## config.mk

```make
export PLATFORM = sky130hd
export DESIGN_NAME = parity_frame_tx
export DESIGN_NICKNAME = d
export VERILOG_FILES = /design/src/rtl/parity_frame_tx.sv
export SDC_FILE = /design/constraint.sdc
export NUM_CORES = 1
export LEC_CHECK = 0
export CORE_AREA = 2 2 39 41
export DETAILED_ROUTE_END_ITERATION = 16
export DIE_AREA = 0 0 41 43
export HOLD_SLACK_MARGIN = 0.03
export PLACE_DENSITY_LB_ADDON = 0.1
export SLEW_MARGIN = 15
export SYNTH_ARGS = -nofsm -noshare
export SYNTH_HDL_FRONTEND = slang
export SYNTH_SLANG_ARGS = --single-unit
export TNS_END_PERCENT = 5
```

## constraint.sdc

```tcl
create_clock -name clk -period 1.8 [get_ports clk]
set_input_delay 0.36 -clock clk [delete_from_list [all_inputs] [get_ports clk]]
set_output_delay 0.36 -clock clk [all_outputs]
set_load 0.01 [all_outputs]
```

## src/rtl/parity_frame_tx.sv

```systemverilog
// -----------------------------------------------------------------------------
// parity_frame_tx
//
// Upstream stage of the even-parity link. Accepts an MSG_W-bit message over a
// valid/ready handshake, computes its even-parity bit and shifts the frame out
// serially: parity first, then data LSB to MSB. A receiver that XORs all frame
// bits (p, d0, d1, ...) sees 0 for an error-free frame.
//
// Handshake: a message transfers on any rising clk edge where msg_valid and
// msg_ready are both high. msg_ready is high only in IDLE. msg_valid and
// msg_data are ignored while a frame is in flight.
//
// Optional build macro PARITY_FRAME_START_BIT_EN: when defined, a start bit of
// 1 precedes the parity bit (frame = start, parity, data[0..MSG_W-1]).
//
// Ports:
//   clk        in   rising-edge clock
//   rst_n      in   asynchronous active-low reset
//   msg_valid  in   message on msg_data is valid
//   msg_data   in   MSG_W-bit message; bit 0 is sent first after parity
//   msg_ready  out  block can accept a message this cycle
//   tx_bit     out  serial frame bit
//   tx_active  out  tx_bit carries a valid frame bit
//   frame_done out  one-cycle pulse in the first IDLE cycle after a frame
//
// All outputs are registered; there is no combinational input-to-output path.
// -----------------------------------------------------------------------------
module parity_frame_tx #(
    parameter int MSG_W = 3
) (
    input  logic             clk,
    input  logic             rst_n,
    input  logic             msg_valid,
    input  logic [MSG_W-1:0] msg_data,
    output logic             msg_ready,
    output logic             tx_bit,
    output logic             tx_active,
    output logic             frame_done
);

    localparam int CNT_W = $clog2(MSG_W + 2);

    // Index k of the final frame cycle; SEND lasts LAST+1 cycles.
`ifdef PARITY_FRAME_START_BIT_EN
    localparam int LAST = MSG_W + 1;
`else
    localparam int LAST = MSG_W;
`endif
    localparam logic [CNT_W-1:0] LAST_CNT = CNT_W'(LAST);

    typedef enum logic {
        IDLE = 1'b0,
        SEND = 1'b1
    } state_t;

    state_t             state;
    logic [MSG_W-1:0]   shreg;
    logic [CNT_W-1:0]   cnt;
`ifdef PARITY_FRAME_START_BIT_EN
    // Parity must be held for one cycle while the start bit is on the line.
    logic               parity_q;
`endif

    always_ff @(posedge clk or negedge rst_n) begin
        if (!rst_n) begin
            state      <= IDLE;
            shreg      <= '0;
            cnt        <= '0;
            msg_ready  <= 1'b1;
            tx_bit     <= 1'b0;
            tx_active  <= 1'b0;
            frame_done <= 1'b0;
`ifdef PARITY_FRAME_START_BIT_EN
            parity_q   <= 1'b0;
`endif
        end else begin
            case (state)
                IDLE: begin
                    // frame_done was raised on the last SEND edge; it lasts
                    // exactly this one IDLE cycle.
                    frame_done <= 1'b0;
                    msg_ready  <= 1'b1;
                    tx_active  <= 1'b0;
                    tx_bit     <= 1'b0;
                    if (msg_valid) begin
                        shreg     <= msg_data;
                        cnt       <= '0;
                        state     <= SEND;
                        msg_ready <= 1'b0;
                        tx_active <= 1'b1;
`ifdef PARITY_FRAME_START_BIT_EN
                        parity_q  <= ^msg_data;
                        tx_bit    <= 1'b1;
`else
                        tx_bit    <= ^msg_data;
`endif
                    end
                end

                SEND: begin
                    cnt <= cnt + 1'b1;
                    if (cnt == LAST_CNT) begin
                        state      <= IDLE;
                        msg_ready  <= 1'b1;
                        tx_active  <= 1'b0;
                        tx_bit     <= 1'b0;
                        frame_done <= 1'b1;
                    end else begin
                        frame_done <= 1'b0;
`ifdef PARITY_FRAME_START_BIT_EN
                        if (cnt == '0) begin
                            tx_bit <= parity_q;
                        end else begin
                            tx_bit <= shreg[0];
                            shreg  <= shreg >> 1;
                        end
`else
                        // Next cycle carries data[cnt]; the register shifts
                        // internally so bit 0 is always the next data bit.
                        tx_bit <= shreg[0];
                        shreg  <= shreg >> 1;
`endif
                    end
                end

                default: begin
                    state <= IDLE;
                end
            endcase
        end
    end

endmodule

```

# Word level (Yosys, flattened, before mapping)
# Cells that the tools add are included.
dict set report word_totals {
  ramBits 0
  register_bits 11
  latch_bits 0
  memories 0
  romBits 0
  wordCells 33
}
dict set report op_classes {
  shift 0
  mul 0
  n_addsub 1
  div 0
  muxes 18
  magnitude_cmp 0
  n_reduce_logical 2
  bitwise_logic 1
  eq_ne 4
}
# op n
set ops {}
lappend ops {{$pmux 3 s2} 2}
lappend ops {{$pmux 1 s2} 5}
lappend ops {{$mux 3} 3}
lappend ops {{$mux 1} 8}
lappend ops {{$ne 2x2->1 const B} 2}
lappend ops {{$add 3x1->3 const B} 1}
lappend ops {{$eq 3x2->1 const B} 1}
lappend ops {{$reduce_xor 3->1} 1}
lappend ops {{$ne 2x1->1 const B} 1}
lappend ops {{$reduce_and 2->1} 1}
lappend ops {{$not 1->1} 1}

# Depth between registers and ports, before layout
# Gate-level depths: netlist (run 1).
dict set report logic_depth {
  word_depth 3
  mapped_depth 5
  mapped_depth_nobuf 5
}

# Worst setup path before layout (run 1)
# OpenSTA, ideal clock, no wires.
dict set report synth_path {
  kind {register -> register}
  startpoint {reg cnt[0]}
  endpoint {reg shreg[0]}
  path_buffers 0
  path_slack_ns 0.425
  stages_incl_launch_ff 5
  arrival_time_ns 1.250
  path_cell_list {dfrtp_1 ha_1 ha_1 o21ai_4 mux2_4}
}
dict set report synth_via {
  elab_chain_len 3
}
# element line
set synth_rtl {}
lappend synth_rtl {{from (decl)} 58} ;# logic [CNT_W-1:0] cnt;
lappend synth_rtl {{from (signal assigned)} 101} ;# cnt <= cnt + 1'b1;
lappend synth_rtl {{$eq 3x2->1} 102} ;# if (cnt == LAST_CNT) begin
lappend synth_rtl {{$ne 2x2->1 (no source line)} --}
lappend synth_rtl {{$reduce_and 2->1 (no source line)} --}
lappend synth_rtl {{to (signal assigned)} 86} ;# shreg <= msg_data;
lappend synth_rtl {{to (signal assigned)} 121} ;# shreg <= shreg >> 1;
lappend synth_rtl {{to (decl)} 57} ;# logic [MSG_W-1:0] shreg;
# Every way passes these cells.
# A chain may end at the register's enable or synchronous reset.

# Worst setup path in the final report (run 1)
dict set report layout_path {
  startpoint {reg msg_ready}
  endpoint {out msg_ready}
}
# element line
set layout_lines {}
lappend layout_lines {{from (decl)} 35} ;# output logic msg_ready,
lappend layout_lines {{from (signal assigned)} 69} ;# msg_ready <= 1'b1;
lappend layout_lines {{from (signal assigned)} 82} ;# msg_ready <= 1'b1;
lappend layout_lines {{from (signal assigned)} 89} ;# msg_ready <= 1'b0;
# No word-level cell between the ends.

==> flow_metrics.tcl, run 1 <==
set metrics [dict create \
    status "finished, final reports clean" \
    drt_iter0_drc 3 \
    hold_class "in -> async" \
    wl_per_cell_um 13.46 \
    grt_pass1_vias 336 \
    avgSynthCellArea_sq_um 13.17 \
    core_sq_um 1384 \
    synth-edff-count 0 \
    syn_inst 40 \
    r2r_cells 4 \
    grt_util_met3_pct 6.283 \
    endpoint_kind "output pin" \
    rsz0062_at_grt "no" \
    r2r-start "cnt[0]" \
    grt_usage_pct 14.13 \
    floorplan.initialDensity_pct 38.07 \
    switching_share_pct 32.63 \
    setup_viol 0 \
    synth_area_leaders "dfrtp_1 48%, mux2_4 11%, ha_1 7.1%" \
    yosys.area.top_type_share_pct 47.51 \
    synth-seq-cells 11 \
    grt_overflow_total 0 \
    die-width_um 41 \
    synthesis.area_sq_um 526.8 \
    io_pins 10 \
    period_share_pct 93.22 \
    die_y_um 43 \
    synthFlopType "dfrtp_1" \
    internal_power_mw 0.7115 \
    clock_skew_ns 0.01262 \
    power_frac_seq_pct 42.0 \
    antenna_found_initial 0 \
    die-area_sq_um 1763 \
    clk_path_buf_depth 2 \
    drv_cap 0 \
    power.share.clock_pct 16.3 \
    setup_tns_ns 0 \
    synth.top_cells.by_count "10 x dfrtp_1, 5 x nand2_1, 4 x mux2_4, 3 x ha_1, 3 x o21ai_0" \
    cp-start-kind "flip-flop" \
    switchingPower_mw 0.3447 \
    irDropWorstVdd_v 0.0005159 \
    crit_family "flip-flops" \
    drive_gt1_share_pct 21.15 \
    max_freq_ghz 0.5959 \
    h-tree-depth 1 \
    powerDensity_nw_per_um2 1620 \
    grt_pass1_wl_um 1524 \
    tightestPinTransition_ns 0.4856 \
    relSlewSlack_pct 67.53 \
    grt_use_met1_pct 15.38 \
    drt_first_pass_iters 4 \
    area_growth_pct 23.75 \
    routabilityCongestion 0.6645 \
    path_buf_inv 1 \
    crit_type "reg -> out" \
    slew_viol_final 0 \
    io_buffers 9 \
    pwr-share-comb_pct 41.7 \
    vias 329 \
    syn_nets 49 \
    use_met2_pct 20.63 \
    fin_cells 68 \
    post-synth-top-count-cell "dfrtp_1" \
    nNetsFinal 62 \
    cts_setup_buffers 0 \
    cp_data_required_time_ns 1.44 \
    num_rows 14 \
    n_antenna_cell 0 \
    grt_start_max_net_pins 12 \
    async_reset_ff_share_pct 100.0 \
    postRouteAntennaNets 0 \
    yosysWarnings 0 \
    grt_busiest_layer "met2" \
    clkLatencyLatePin_ns 0.28 \
    root_buffer "clkbuf_4" \
    dp_hpwl_um 686.7 \
    cts_hold_buf 0 \
    placedCellCount 64 \
    crit_path_max_fanout 2 \
    drcViolationCount 0 \
    path_cells "clkdlybuf4s50_1" \
    r2r_end "shreg[1]" \
    reg2reg_slack_ns 0.36 \
    ys_seq_area_share_pct 52.49 \
    yosysUniqueCellTypes 20 \
    synth.largest_area_cell "dfrtp_1" \
    clk_pin_slew_worst_paths_ns 0.08 \
    cts_resized 0 \
    cp_slowest_cell "dfstp_2" \
    finalPower_mw 1.056 \
    via_per_inst 4.838 \
    cts_buffers 3 \
    tritoncts "done" \
    period_needed_ns 1.678 \
    crit_arrival_ns 1.32 \
    slowest_delay_ns 0.53 \
    timing_hold_violations_final 0 \
    leakage_nw 0.3064 \
    wirelength_um 915 \
    cts.sinks 11 \
]
[layer usage]
metal	routed length (um)	share of wire [%]
met3	45	4.9
met1	363	40
met4	23	2.5
met2	482	53
met5	0	0
[through the flow]
stage / instance area, sq um / utilization, % / setup slack [ns] / hold WS (ns)
floorplan: 526.8 / - / 0.4253 / 0.06441
finish: 651.9 / 47.11 / 0.1220 / 0.4065
global placement: 625.6 / 45.21 / 0.2727 / 0.4689
global route: 651.9 / 47.11 / 0.06203 / 0.4391
detailed placement: 625.6 / 45.21 / 0.2520 / 0.4704
CTS: 651.9 / 47.11 / 0.1110 / 0.4267
[worst max path at each step]
stage | start | endpoint | slack (ns) | depth (start not counted)
finish | msg_ready | msg_ready | 0.12 | 1
global route | msg_ready | msg_ready | 0.06 | 1
CTS | msg_ready | msg_ready | 0.11 | 1
detailed placement | msg_valid | shreg[1] | 0.25 | 4
global placement | msg_valid | shreg[0] | 0.27 | 4
floorplan | cnt[0] | shreg[0] | 0.43 | 4
[power groups by stage]
stage	clock network [mW]	logic, mW	registers, mW
after floorplan	0	0.335	0.426
after global placement	0	0.432	0.442
after detailed placement	0	0.445	0.450
after CTS	0.177	0.450	0.447
after global routing	0.201	0.489	0.458
final	0.172	0.440	0.444
[state kept, by name, indices dropped and copies added (netlist names)]
signal      count
shreg           3
msg_ready       1
cnt             3
tx_active       1
frame_done      1
state           1
tx_bit          1
[logic make-up after synthesis]
kind of cell / synth area share (%)
AND/OR/NAND/NOR: 9.264
adder cells (fa/ha/maj): 7.127
flip-flops: 52.49
multiplexers: 13.30
XOR/XNOR: 3.326
buffers and inverters: 3.561
AO/OA/AOI/OAI: 10.93
[cells in the final DEF, fill, tap and decap left out]
cell type | netlist | layout
a22o_1 | 1 | 1
mux2i_1 | 1 | 1
dfrtp_1 | 10 | 10
inv_2 | 1 | 1
nand2b_4 | 1 | 1
nand2_1 | 5 | 5
o21ai_4 | 1 | 1
o21ai_0 | 3 | 3
ha_1 | 3 | 3
nor2_1 | 1 | 1
inv_1 | 1 | 1
and2_1 | 1 | 1
xor2_1 | 1 | 1
clkbuf_1 | 0 | 1
o2bb2ai_1 | 1 | 1
xnor2_1 | 1 | 1
mux2_4 | 4 | 4
dfstp_2 | 1 | 1
o31a_1 | 1 | 1
nor2b_1 | 1 | 1
clkdlybuf4s50_1 | 0 | 9
clkbuf_4 | 0 | 3
[final cells by class]
type,count,area (sq um)
Inverter,2,7.507
Timing Repair Buffer,9,90.09
Fill cell,124,732.0
Clock buffer,4,26.28
Sequential cell,11,276.5
Multi-Input combinational cell,26,231.5
Tap cell,16,20.02
Note: power is estimated with default switching activity, not from simulation.
==> run 2, diff against run 1 <==
- CTS_CLUSTER_SIZE: not set -> 8
==> results of run 2 <==
Same layout as run 1: the final DEF is identical, and so are final timing and power.
